[config.mk]
export PLATFORM = sky130hd
export DESIGN_NAME = stimulus_sequencer
export DESIGN_NICKNAME = d
export VERILOG_FILES = /design/src/rtl/stim_pkg.sv /design/src/rtl/btn_debounce.sv /design/src/rtl/stimulus_sequencer.sv
export SDC_FILE = /design/constraint.sdc
export NUM_CORES = 1
export LEC_CHECK = 0
export CAP_MARGIN = 20
export CORE_UTILIZATION = 25
export DETAILED_ROUTE_END_ITERATION = 10
export SYNTH_ARGS = -nofsm -noshare
export SYNTH_HDL_FRONTEND = slang
export SYNTH_SLANG_ARGS = --single-unit
[constraint.sdc]
create_clock -name clk -period 2.1 [get_ports clk]
set_input_delay 0.42 -clock clk [delete_from_list [all_inputs] [get_ports clk]]
set_output_delay 0.42 -clock clk [all_outputs]
set_load 0.1 [all_outputs]
[src/rtl/stim_pkg.sv]
// Shared definitions for the stimulus sequencer: mode encoding, operand and
// sweep-count widths, and small helpers used by the mode FSM.
package stim_pkg;

  localparam int AB_W    = 2;
  localparam int SWEEP_W = 4;
  localparam logic [SWEEP_W-1:0] SWEEP_MAX = SWEEP_W'(15);

  typedef enum logic [1:0] {
    MODE_SWITCH = 2'd0,
    MODE_STEP   = 2'd1,
    MODE_AUTO   = 2'd2
  } mode_e;

  // Mode rotation on each accepted mode press.
  function automatic mode_e next_mode(input mode_e cur);
    case (cur)
      MODE_SWITCH: next_mode = MODE_STEP;
      MODE_STEP:   next_mode = MODE_AUTO;
      default:     next_mode = MODE_SWITCH;
    endcase
  endfunction

  // Saturating sweep counter increment.
  function automatic logic [SWEEP_W-1:0] sweep_inc(input logic [SWEEP_W-1:0] cnt);
    sweep_inc = (cnt == SWEEP_MAX) ? cnt : cnt + 1'b1;
  endfunction

endpackage

[src/rtl/btn_debounce.sv]
// Pushbutton front end: 2-flop synchronizer, run-length debounce and a
// one-cycle pulse when the debounced level rises.
module btn_debounce #(
  parameter int DEBOUNCE_CYCLES = 16
) (
  input  logic clk,
  input  logic rst,
  input  logic raw,
  output logic press
);

  localparam int CW = $clog2(DEBOUNCE_CYCLES + 1);
  localparam logic [CW-1:0] CNT_LAST = CW'(DEBOUNCE_CYCLES - 1);

  logic          sync_a;
  logic          sync_b;
  logic          level;
  logic [CW-1:0] cnt;

  // Two-flop synchronizer for the asynchronous button input.
  always_ff @(posedge clk) begin
    if (rst) begin
      sync_a <= 1'b0;
      sync_b <= 1'b0;
    end else begin
      sync_a <= raw;
      sync_b <= sync_a;
    end
  end

  // Accept a new level only after it has differed for DEBOUNCE_CYCLES
  // consecutive cycles; any return to the old level restarts the count.
  always_ff @(posedge clk) begin
    if (rst) begin
      level <= 1'b0;
      cnt   <= '0;
      press <= 1'b0;
    end else begin
      press <= 1'b0;
      if (sync_b != level) begin
        if (cnt == CNT_LAST) begin
          level <= sync_b;
          cnt   <= '0;
          press <= sync_b;
        end else begin
          cnt <= cnt + 1'b1;
        end
      end else begin
        cnt <= '0;
      end
    end
  end

endmodule

[src/rtl/stimulus_sequencer.sv]
// Operand-pair stimulus source for a gate-array demo: follows switches,
// steps manually, or sweeps automatically through 00->01->10->11.
module stimulus_sequencer
  import stim_pkg::*;
#(
  parameter int DEBOUNCE_CYCLES = 16,
  parameter int STEP_DIV        = 1024
) (
  input  logic               clk,
  input  logic               rst,
  input  logic               btn_step,
  input  logic               btn_mode,
  input  logic [AB_W-1:0]    sw_ab,
  output logic [AB_W-1:0]    ab_out,
  output logic               ab_valid,
  output logic [1:0]         mode,
  output logic [SWEEP_W-1:0] sweep_count
);

  localparam int PW = $clog2(STEP_DIV);
  localparam logic [PW-1:0] PRESC_LAST = PW'(STEP_DIV - 1);

  logic               step_press;
  logic               mode_press;
  logic [AB_W-1:0]    sw_a;
  logic [AB_W-1:0]    sw_b;

  mode_e              mode_q,  mode_d;
  logic [AB_W-1:0]    ab_q,    ab_d;
  logic [SWEEP_W-1:0] sweep_q, sweep_d;
  logic [PW-1:0]      presc_q, presc_d;
  logic               valid_q;

  btn_debounce #(.DEBOUNCE_CYCLES(DEBOUNCE_CYCLES)) u_step (
    .clk   (clk),
    .rst   (rst),
    .raw   (btn_step),
    .press (step_press)
  );

  btn_debounce #(.DEBOUNCE_CYCLES(DEBOUNCE_CYCLES)) u_mode (
    .clk   (clk),
    .rst   (rst),
    .raw   (btn_mode),
    .press (mode_press)
  );

  // Switches are synchronized but deliberately not debounced.
  always_ff @(posedge clk) begin
    if (rst) begin
      sw_a <= '0;
      sw_b <= '0;
    end else begin
      sw_a <= sw_ab;
      sw_b <= sw_a;
    end
  end

  // Mode FSM and operand sequencing; a mode press pre-empts any step press.
  always_comb begin
    mode_d  = mode_q;
    ab_d    = ab_q;
    sweep_d = sweep_q;
    presc_d = presc_q;
    if (mode_press) begin
      mode_d  = next_mode(mode_q);
      sweep_d = '0;
      if (mode_d != MODE_SWITCH) begin
        ab_d    = '0;
        presc_d = '0;
      end
    end else begin
      case (mode_q)
        MODE_SWITCH: begin
          if (sw_b != ab_q) ab_d = sw_b;
        end
        MODE_STEP: begin
          if (step_press) begin
            ab_d = ab_q + 1'b1;
            if (ab_q == '1) sweep_d = sweep_inc(sweep_q);
          end
        end
        MODE_AUTO: begin
          if (presc_q == PRESC_LAST) begin
            presc_d = '0;
            ab_d    = ab_q + 1'b1;
            if (ab_q == '1) sweep_d = sweep_inc(sweep_q);
          end else begin
            presc_d = presc_q + 1'b1;
          end
        end
        default: mode_d = MODE_SWITCH;
      endcase
    end
  end

  // State registers; ab_valid flags every change of the registered pair.
  always_ff @(posedge clk) begin
    if (rst) begin
      mode_q  <= MODE_SWITCH;
      ab_q    <= '0;
      sweep_q <= '0;
      presc_q <= '0;
      valid_q <= 1'b0;
    end else begin
      mode_q  <= mode_d;
      ab_q    <= ab_d;
      sweep_q <= sweep_d;
      presc_q <= presc_d;
      valid_q <= (ab_d != ab_q);
    end
  end

  assign ab_out      = ab_q;
  assign ab_valid    = valid_q;
  assign mode        = mode_q;
  assign sweep_count = sweep_q;

endmodule

# ---- Yosys cells after proc, flatten, opt, wreduce, memory -nomap -nowiden
# Cells that the tools add are included.
dict set report word_totals {
  register_bits 41
  inputBits 6
  out_inout_bits 9
}
dict set report op_classes {
  add_sub_neg 5
  n_eq_ne 15
  mux 19
  bitwise_logic 4
  reduce_logical 14
}
# operator n
set op_table {}
lappend op_table {{$mux 10} 4}
lappend op_table {{$mux 2} 8}
lappend op_table {{$mux 4} 4}
lappend op_table {{$reduce_or 3->1} 5}
lappend op_table {{$add 10x1->10 const B} 1}
lappend op_table {{$add 5x1->5 const B} 2}
lappend op_table {{$eq 10x10->1 const B} 1}
lappend op_table {{$eq 5x4->1 const B} 2}
lappend op_table {{$pmux 4 s2} 1}
lappend op_table {{$pmux 2 s3} 1}
lappend op_table {{$reduce_and 2->1} 3}
lappend op_table {{$reduce_bool 2->1} 3}
lappend op_table {{$add 4x1->4 const B} 1}
lappend op_table {{$eq 2x2->1 const B} 2}
lappend op_table {{$eq 4x4->1 const B} 1}
lappend op_table {{$ne 2x1->1 const B} 2}
lappend op_table {{$ne 2x2->1} 2}
lappend op_table {{$ne 2x2->1 const B} 2}
lappend op_table {{$not 1->1} 4}
lappend op_table {{$pmux 2 s2} 1}
lappend op_table {{$reduce_and 3->1} 1}
lappend op_table {{$add 2x1->2 const B} 1}
lappend op_table {{$eq 2x1->1 const B} 1}
lappend op_table {{$logic_not 2->1} 1}
lappend op_table {{2 further kinds} 3}

# ---- Logic depth before layout (Yosys ltp)
# Gate-level depths: netlist of the first run.
dict set report depth {
  depth_word 7
  depth_mapped 6
  ltp_nobuf 5
}

# ---- Hierarchy
# Synthesis of the first run repeated with hierarchy kept, for this count alone.
dict set report hier_totals {
  hier_cells 207
  hier_area_um2 1911.8
}
# mod n_inst cells_each area_each_um2 seq_area_each_um2
set modules_own_cells {}
lappend modules_own_cells {stimulus_sequencer 1 149 1273.7 460.4}
lappend modules_own_cells {btn_debounce 2 29 319.1 180.2}

# ---- Worst setup path after synthesis of the first run
# Ideal clock, no wire load.
dict set report synth_timing {
  path_kind {register -> register}
  startpoint {register ab_q[1], in the netlist ab_out[1]}
  endpoint {register sweep_q[3], in the netlist sweep_count[3]}
  setup_time_ns 0.162
  arrival_time_ns 2.135
  slack_ns -0.197
  path_stages_with_launch 6
  path_buffers 0
  cell_sequence {dfxtp_1 > ha_1 > and4b_1 > a41oi_4 > o311ai_0 > o41ai_1}
}
dict set report synth_via {
  elab_chain_len 4
  elab_cells_between_ends 5
}
# item line_no
set synth_rtl {}
lappend synth_rtl {{start, declared} stimulus_sequencer.sv:29} ;# logic [AB_W-1:0] ab_q, ab_d;
lappend synth_rtl {{start signal, assigned} stimulus_sequencer.sv:101} ;# ab_q <= '0;
lappend synth_rtl {{start signal, assigned} stimulus_sequencer.sv:107} ;# ab_q <= ab_d;
lappend synth_rtl {{$eq 2x2->1 *} {stimulus_sequencer.sv:80, stimulus_sequencer.sv:87}}
lappend synth_rtl {{$mux 4 *} --}
lappend synth_rtl {{$mux 4, on equally long branches} --}
lappend synth_rtl {{$pmux 4 s2 *} --}
lappend synth_rtl {{end signal, assigned} stimulus_sequencer.sv:108} ;# sweep_q <= sweep_d;
lappend synth_rtl {{end, declared} stimulus_sequencer.sv:30} ;# logic [SWEEP_W-1:0] sweep_q, sweep_d;
# Mark *: on every way between the ends. The rest lies on a longest branch, timed or not. The select of a mux whose other input is x is not followed.
# A chain may end at the register's enable or synchronous reset.

# ---- Worst setup path after layout of the first run
dict set report layout_timing {
  startpoint {register mode_q[1], in the netlist mode[1]}
  endpoint {register presc_q[5]}
}
dict set report layout_via {
  elab_chain_len 6
  elab_cells_between_ends 9
}
# item line_no
set layout_rtl {}
lappend layout_rtl {{start, declared} stimulus_sequencer.sv:28} ;# mode_e mode_q, mode_d;
lappend layout_rtl {{start signal, assigned} stimulus_sequencer.sv:106} ;# mode_q <= mode_d;
lappend layout_rtl {{$eq 2x1->1 / $logic_not 2->1 (equally long branches)} stim_pkg.sv:17} ;# case (cur)
lappend layout_rtl {{$pmux 2 s2} stim_pkg.sv:17}
lappend layout_rtl {{$mux 2} stimulus_sequencer.sv:65} ;# if (mode_press) begin
lappend layout_rtl {{$reduce_bool 2->1} stimulus_sequencer.sv:68} ;# if (mode_d != MODE_SWITCH) begin
lappend layout_rtl {{$ne 2x2->1 (no line)} --}
lappend layout_rtl {{$reduce_and 2->1 (no line) *} --}
lappend layout_rtl {{end signal, assigned} stimulus_sequencer.sv:109} ;# presc_q <= presc_d;
lappend layout_rtl {{end, declared} stimulus_sequencer.sv:31} ;# logic [PW-1:0] presc_q, presc_d;
# Marked as above.

==> flow_metrics.tcl, run 1 <==
set metrics [dict create \
    status "completed" \
    report.final.setup_viol 0 \
    post_cts_buffers 0 \
    dp.cells 323 \
    synthArstFlopShare 0 \
    vias_per_cell 4.80 \
    final_nets 244 \
    multi_input_area_mm2 0.00106 \
    drv_slew 0 \
    grt_max_degree 15 \
    netlist_area_mm2 0.00195 \
    fill_cells 790 \
    grt_busiest_layer "met2" \
    wire_per_inst_um 12.0 \
    grt_use_met1 0.137 \
    firstDrtPassIters 5 \
    synth_top_area_frac 0.420 \
    endpoint_kind "register" \
    p_per_area_mw_per_mm2 646 \
    met2_usage 0.164 \
    ys_ff_latch 41 \
    use_met3 0.0328 \
    drc 0 \
    critPathLaunchType "register" \
    fmax_ghz 0.577 \
    tightest_slew_ps 524 \
    period_share 0.825 \
    yosysTopAreaCell "dfxtp_1" \
    drive_above_1_share 0.147 \
    timing.final.crit_period_ps 1730 \
    cts.root.buffer_cell "clkbuf_8" \
    cap_violations 0 \
    path_class "register to register" \
    cts_buffers 5 \
    place_congestion 0.845 \
    fin_skew_ps 6.11 \
    synth_edf_count 0 \
    yosys-top-cells-count "dfxtp_1 (41), nor2_1 (23), nand2_1 (11), nand3_1 (11), nor2b_1 (11)" \
    clock_latency_ps 300 \
    leakage_nw 0.832 \
    yosys_warnings 0 \
    relSlewSlack 0.650 \
    start_util 0.264 \
    seq_area_frac_synth 0.420 \
    num_antenna_cells 0 \
    rsz0062_at_grt "false" \
    routed_wl_um 3990 \
    cts_tree "yes" \
    vias 1590 \
    grt_first_pass_wirelength_um 7060 \
    area_delta_synth_final_pct 20.2 \
    synthCells 212 \
    syn_area_per_cell_um2 9.22 \
    yosysMostFrequentCell "dfxtp_1" \
    syn_nets 225 \
    dp_hpwl_um 2910 \
    fin_setup_tns_ps 0 \
    clk_pin_slew_ps 80 \
    drtAntennaViolNets 0 \
    grt_overflow 0 \
    portBuffers 14 \
    worstPathMaxFanout 11 \
    hold_path.class "register to register" \
    arrival_ps 1960 \
    rows 31 \
    crit_required_ps 2320 \
    fin_cells 331 \
    num_io_pins 15 \
    die_area_mm2 0.00817 \
    ctsHoldBuffers 0 \
    die_h_um 90.4 \
    synth_flop_cell "dfxtp_1" \
    clock-sinks 41 \
    grt_pass1_vias 1543 \
    cts_resized 0 \
    core_area_mm2 0.00741 \
    die_w_um 90.4 \
    ir_worst_vdd_mv 0.223 \
    grtUsageTotal 0.106 \
    drt_iter0_drc 130 \
    seqCellArea_um2 825 \
    synth_area_leaders "dfxtp_1 (42%), ha_1 (4.5%), nor2_1 (4.4%)" \
    hold_violations 0 \
    synth_cell_types 51 \
    htree_levels 2 \
    antenna_found_initial 0 \
    cts_max_path_buffers 2 \
]
## area by class of cell
class,count,area share
clock buffers,5,0.0293
clock inverters,3,0.0197
inverters,7,0.0112
multi-input cells,155,0.453
flip-flops and latches,41,0.351
well taps,99,0.0527
repair buffers,21,0.0831
## cell families (layout without fill, tap and decap cells)
group | after synthesis | count (layout) | synth area share
compound gates | 43 | 43 | 0.179
xor+xnor | 10 | 10 | 0.0448
fa+ha+maj | 7 | 7 | 0.0448
buf+inv | 16 | 36 | 0.0352
flops | 41 | 41 | 0.420
mux | 4 | 4 | 0.0211
simple gates | 91 | 91 | 0.255
## through the flow
| stage | hold slack (ps) | worst slack (ps) | util | power, mW | cell area [um2] |
|---|---|---|---|---|---|
| final | 441 | 367 | 0.317 | 1.52 | 2350 |
| after global routing | 465 | 230 | 0.317 | 1.58 | 2350 |
| after floorplan | 414 | 39.9 | - | 0.862 | 1960 |
| after detailed placement | 427 | 325 | 0.302 | 0.889 | 2230 |
| after CTS | 446 | 359 | 0.317 | 1.54 | 2350 |
| after global placement | 427 | 388 | 0.302 | 0.889 | 2230 |
## registers in the layout, indices dropped and copies added (netlist names), 2 cells and up
signal       flops
presc_q         10
u_mode.cnt       5
u_step.cnt       5
sweep_count      4
ab_out           2
mode             2
sw_a             2
sw_b             2
## placed cells by master (no fill, tap or decap), types with 3 or more instances in the layout
cell type	instances
dfxtp_1	38
nor2_1	23
buf_4	14
nand3_1	11
nand2_1	11
nor2b_1	11
inv_1	7
xnor2_1	7
ha_1	7
o21ai_0	6
a31oi_1	6
nand4_1	5
a21oi_1	5
clkbuf_8	5
clkdlybuf4s50_1	5
and3_1	4
or3_1	4
nor3b_1	3
nand2b_1	3
mux2i_1	3
xor2_1	3
dfxtp_2	3
## path summary, 6_finish.rpt
path / start / to / slack [ps] / cells after the start
worst min register to register: u_mode.sync_a / u_mode.sync_b / 440 / 1
worst min-delay path: u_mode.sync_a / u_mode.sync_b / 440 / 1
worst max register to register: mode[1] / presc_q[5] / 370 / 4
worst max-delay path: mode[1] / presc_q[5] / 370 / 4
## per-layer routing
layer | up-vias | share of wire
met5 | - | 0
met3 | 5 | 0.041
met4 | 0 | 0.012
met1 | 735 | 0.50
li1 | 815 | -
met2 | 35 | 0.45
## where the power goes
group	switching, mW	total [mW]	internal (mW)
clock network	0.292	0.648	0.356
logic	0.0450	0.0751	0.0301
registers	0.00709	0.795	0.788
total	0.344	1.52	1.17
## worst max-delay path, stage by stage (launching register included)
cell      delay [ps]
dfxtp_2          480
or3b_4           470
a311oi_4         410
a31oi_1          150
a31oi_1          160
Note: power is estimated with default switching activity, not from simulation.
==> inputs of run 2 (changes only) <==
==> constraint.sdc (replaced) <==
create_clock -name clk -period 1.8 [get_ports clk]
set_input_delay 0.36 -clock clk [delete_from_list [all_inputs] [get_ports clk]]
set_output_delay 0.36 -clock clk [all_outputs]
set_load 0.1 [all_outputs]
==> flow_metrics.tcl, run 2 (synthesis results as in run 1) <==
set metrics [dict create \
    drv_slew 0 \
    vias 1603 \
    clk_pin_slew_ps 80 \
    multi_input_area_mm2 0.00106 \
    relSlewSlack 0.760 \
    drc 0 \
    cts_buffers 5 \
    fin_skew_ps 5.17 \
    fin_setup_tns_ps 0 \
    status "completed" \
    top_register "presc_q" \
    drtAntennaViolNets 0 \
    slowest_delay_ps 370 \
    final_common_cell "dfxtp_1" \
    power_frac_seq 0.522 \
    hold_violations 0 \
    fin_cells 335 \
    critPathLaunchType "register" \
    intPower_mw 1.37 \
    report.final.setup_viol 0 \
    period_share 0.915 \
    placed_area_mm2 0.00236 \
    post_cts_buffers 0 \
    firstDrtPassIters 4 \
    cts_max_path_buffers 2 \
    dp_hpwl_um 2860 \
    drt_iter0_drc 106 \
    swShare 0.225 \
    final_nets 248 \
    start_util 0.264 \
    crit_required_ps 2030 \
    num_antenna_cells 0 \
    grt_overflow 0 \
    antenna_found_initial 0 \
    core_area_mm2 0.00741 \
    area_delta_synth_final_pct 26.7 \
    grt_first_pass_wirelength_um 6740 \
    cap_violations 0 \
    tightest_slew_ps 360 \
    fmax_ghz 0.607 \
    clock_latency_ps 300 \
    htree_levels 2 \
    dp_slack_ps 69.3 \
    largest_reg_flops 10 \
    routed_wl_um 3800 \
    switching_power_mw 0.399 \
    rsz0062_at_grt "false" \
    crit_slowest_cell "dfxtp_1" \
    biggestRegsByFlops "presc_q x10, u_mode.cnt x5, u_step.cnt x5" \
    utilization 0.334 \
    path_cells "ha_1, and3_2, a41oi_4, or3_1, a21oi_1" \
    pwr-share-clk 0.425 \
    portBuffers 14 \
    leakage_nw 0.875 \
    rows 31 \
    post-route-cell-area_mm2 0.00248 \
    fill_cells 751 \
    worstPathMaxFanout 8 \
    dp.cells 327 \
    drive_above_1_share 0.165 \
    grt_max_degree 16 \
    timing.final.crit_period_ps 1650 \
    die_w_um 90.4 \
    num_io_pins 15 \
    die_area_mm2 0.00817 \
    grtUsageTotal 0.101 \
    cts.root.buffer_cell "clkbuf_8" \
    endpoint_kind "register" \
    wire_per_inst_um 11.4 \
    cts_tree "yes" \
    combPwrFrac 0.053 \
    seqCellArea_um2 833 \
    p_per_area_mw_per_mm2 716 \
    vias_per_cell 4.79 \
    die_h_um 90.4 \
    path_class "register to register" \
    grt_pass1_vias 1490 \
    place_congestion 0.765 \
    hold_path.class "register to register" \
    layout_common_cells "dfxtp_1 (37), nor2_1 (23)" \
    ir_worst_vdd_mv 0.402 \
    arrival_ps 1880 \
    clock-sinks 41 \
    worst_slack_ps 153 \
]
-- run 2: cell count changes in the layout (fill, tap and decap cells not counted), sizes merged --
cell / change
buf: +4
-- run 2: cell type report --
type,count,share of cell area
clock buffers,5,0.0278
clock inverters,3,0.0187
inverters,7,0.0106
multi-input cells,155,0.430
flip-flops and latches,41,0.337
well taps,99,0.0500
repair buffers,25,0.126
-- run 2: path summary, 6_finish.rpt --
kind,start,slack [ps],to,cells after the start
max,presc_q[1],150,sweep_count[0],5
min,u_mode.sync_a,440,u_mode.sync_b,1
max reg2reg,presc_q[1],150,sweep_count[0],5
min reg2reg,u_mode.sync_a,440,u_mode.sync_b,1
-- run 2: timing repair --
action,4_1_cts,5_1_grt
resized for setup,0,1
endpoints found under the setup margin,0,1
hold buffers,0,0
-- run 2: power by group through the flow --
stage / clock, mW / combinational, mW / sequential, mW
global placement: 0 / 0.0941 / 0.947
detailed placement: 0 / 0.0943 / 0.947
floorplan: 0 / 0.0360 / 0.966
finish: 0.753 / 0.0936 / 0.925
global route: 0.816 / 0.101 / 0.928
CTS: 0.779 / 0.0946 / 0.926
-- run 2: layer usage --
layer,up-vias,GRT usage,routed length (um)
li1,826,-,-
met1,736,0.126,1860
met2,35,0.161,1710
met3,6,0.0337,199
met4,0,0.0376,42
met5,-,0,0
-- run 2: worst max-delay path: cells and delay by family, from the launching register on --
kind / cells / cell delay [ps]
flip-flops: 1 / 370
AO/OA/AOI/OAI: 2 / 330
AND/OR/NAND/NOR: 2 / 670
adder cells (fa/ha/maj): 1 / 220
-- run 2: per-stage QoR --
| stage | total power [mW] | hold WS (ps) |
|---|---|---|
| after CTS | 1.80 | 445 |
| final | 1.77 | 441 |
| after global placement | 1.04 | 419 |
| after floorplan | 1.00 | 414 |
| after global routing | 1.84 | 459 |
| after detailed placement | 1.04 | 425 |
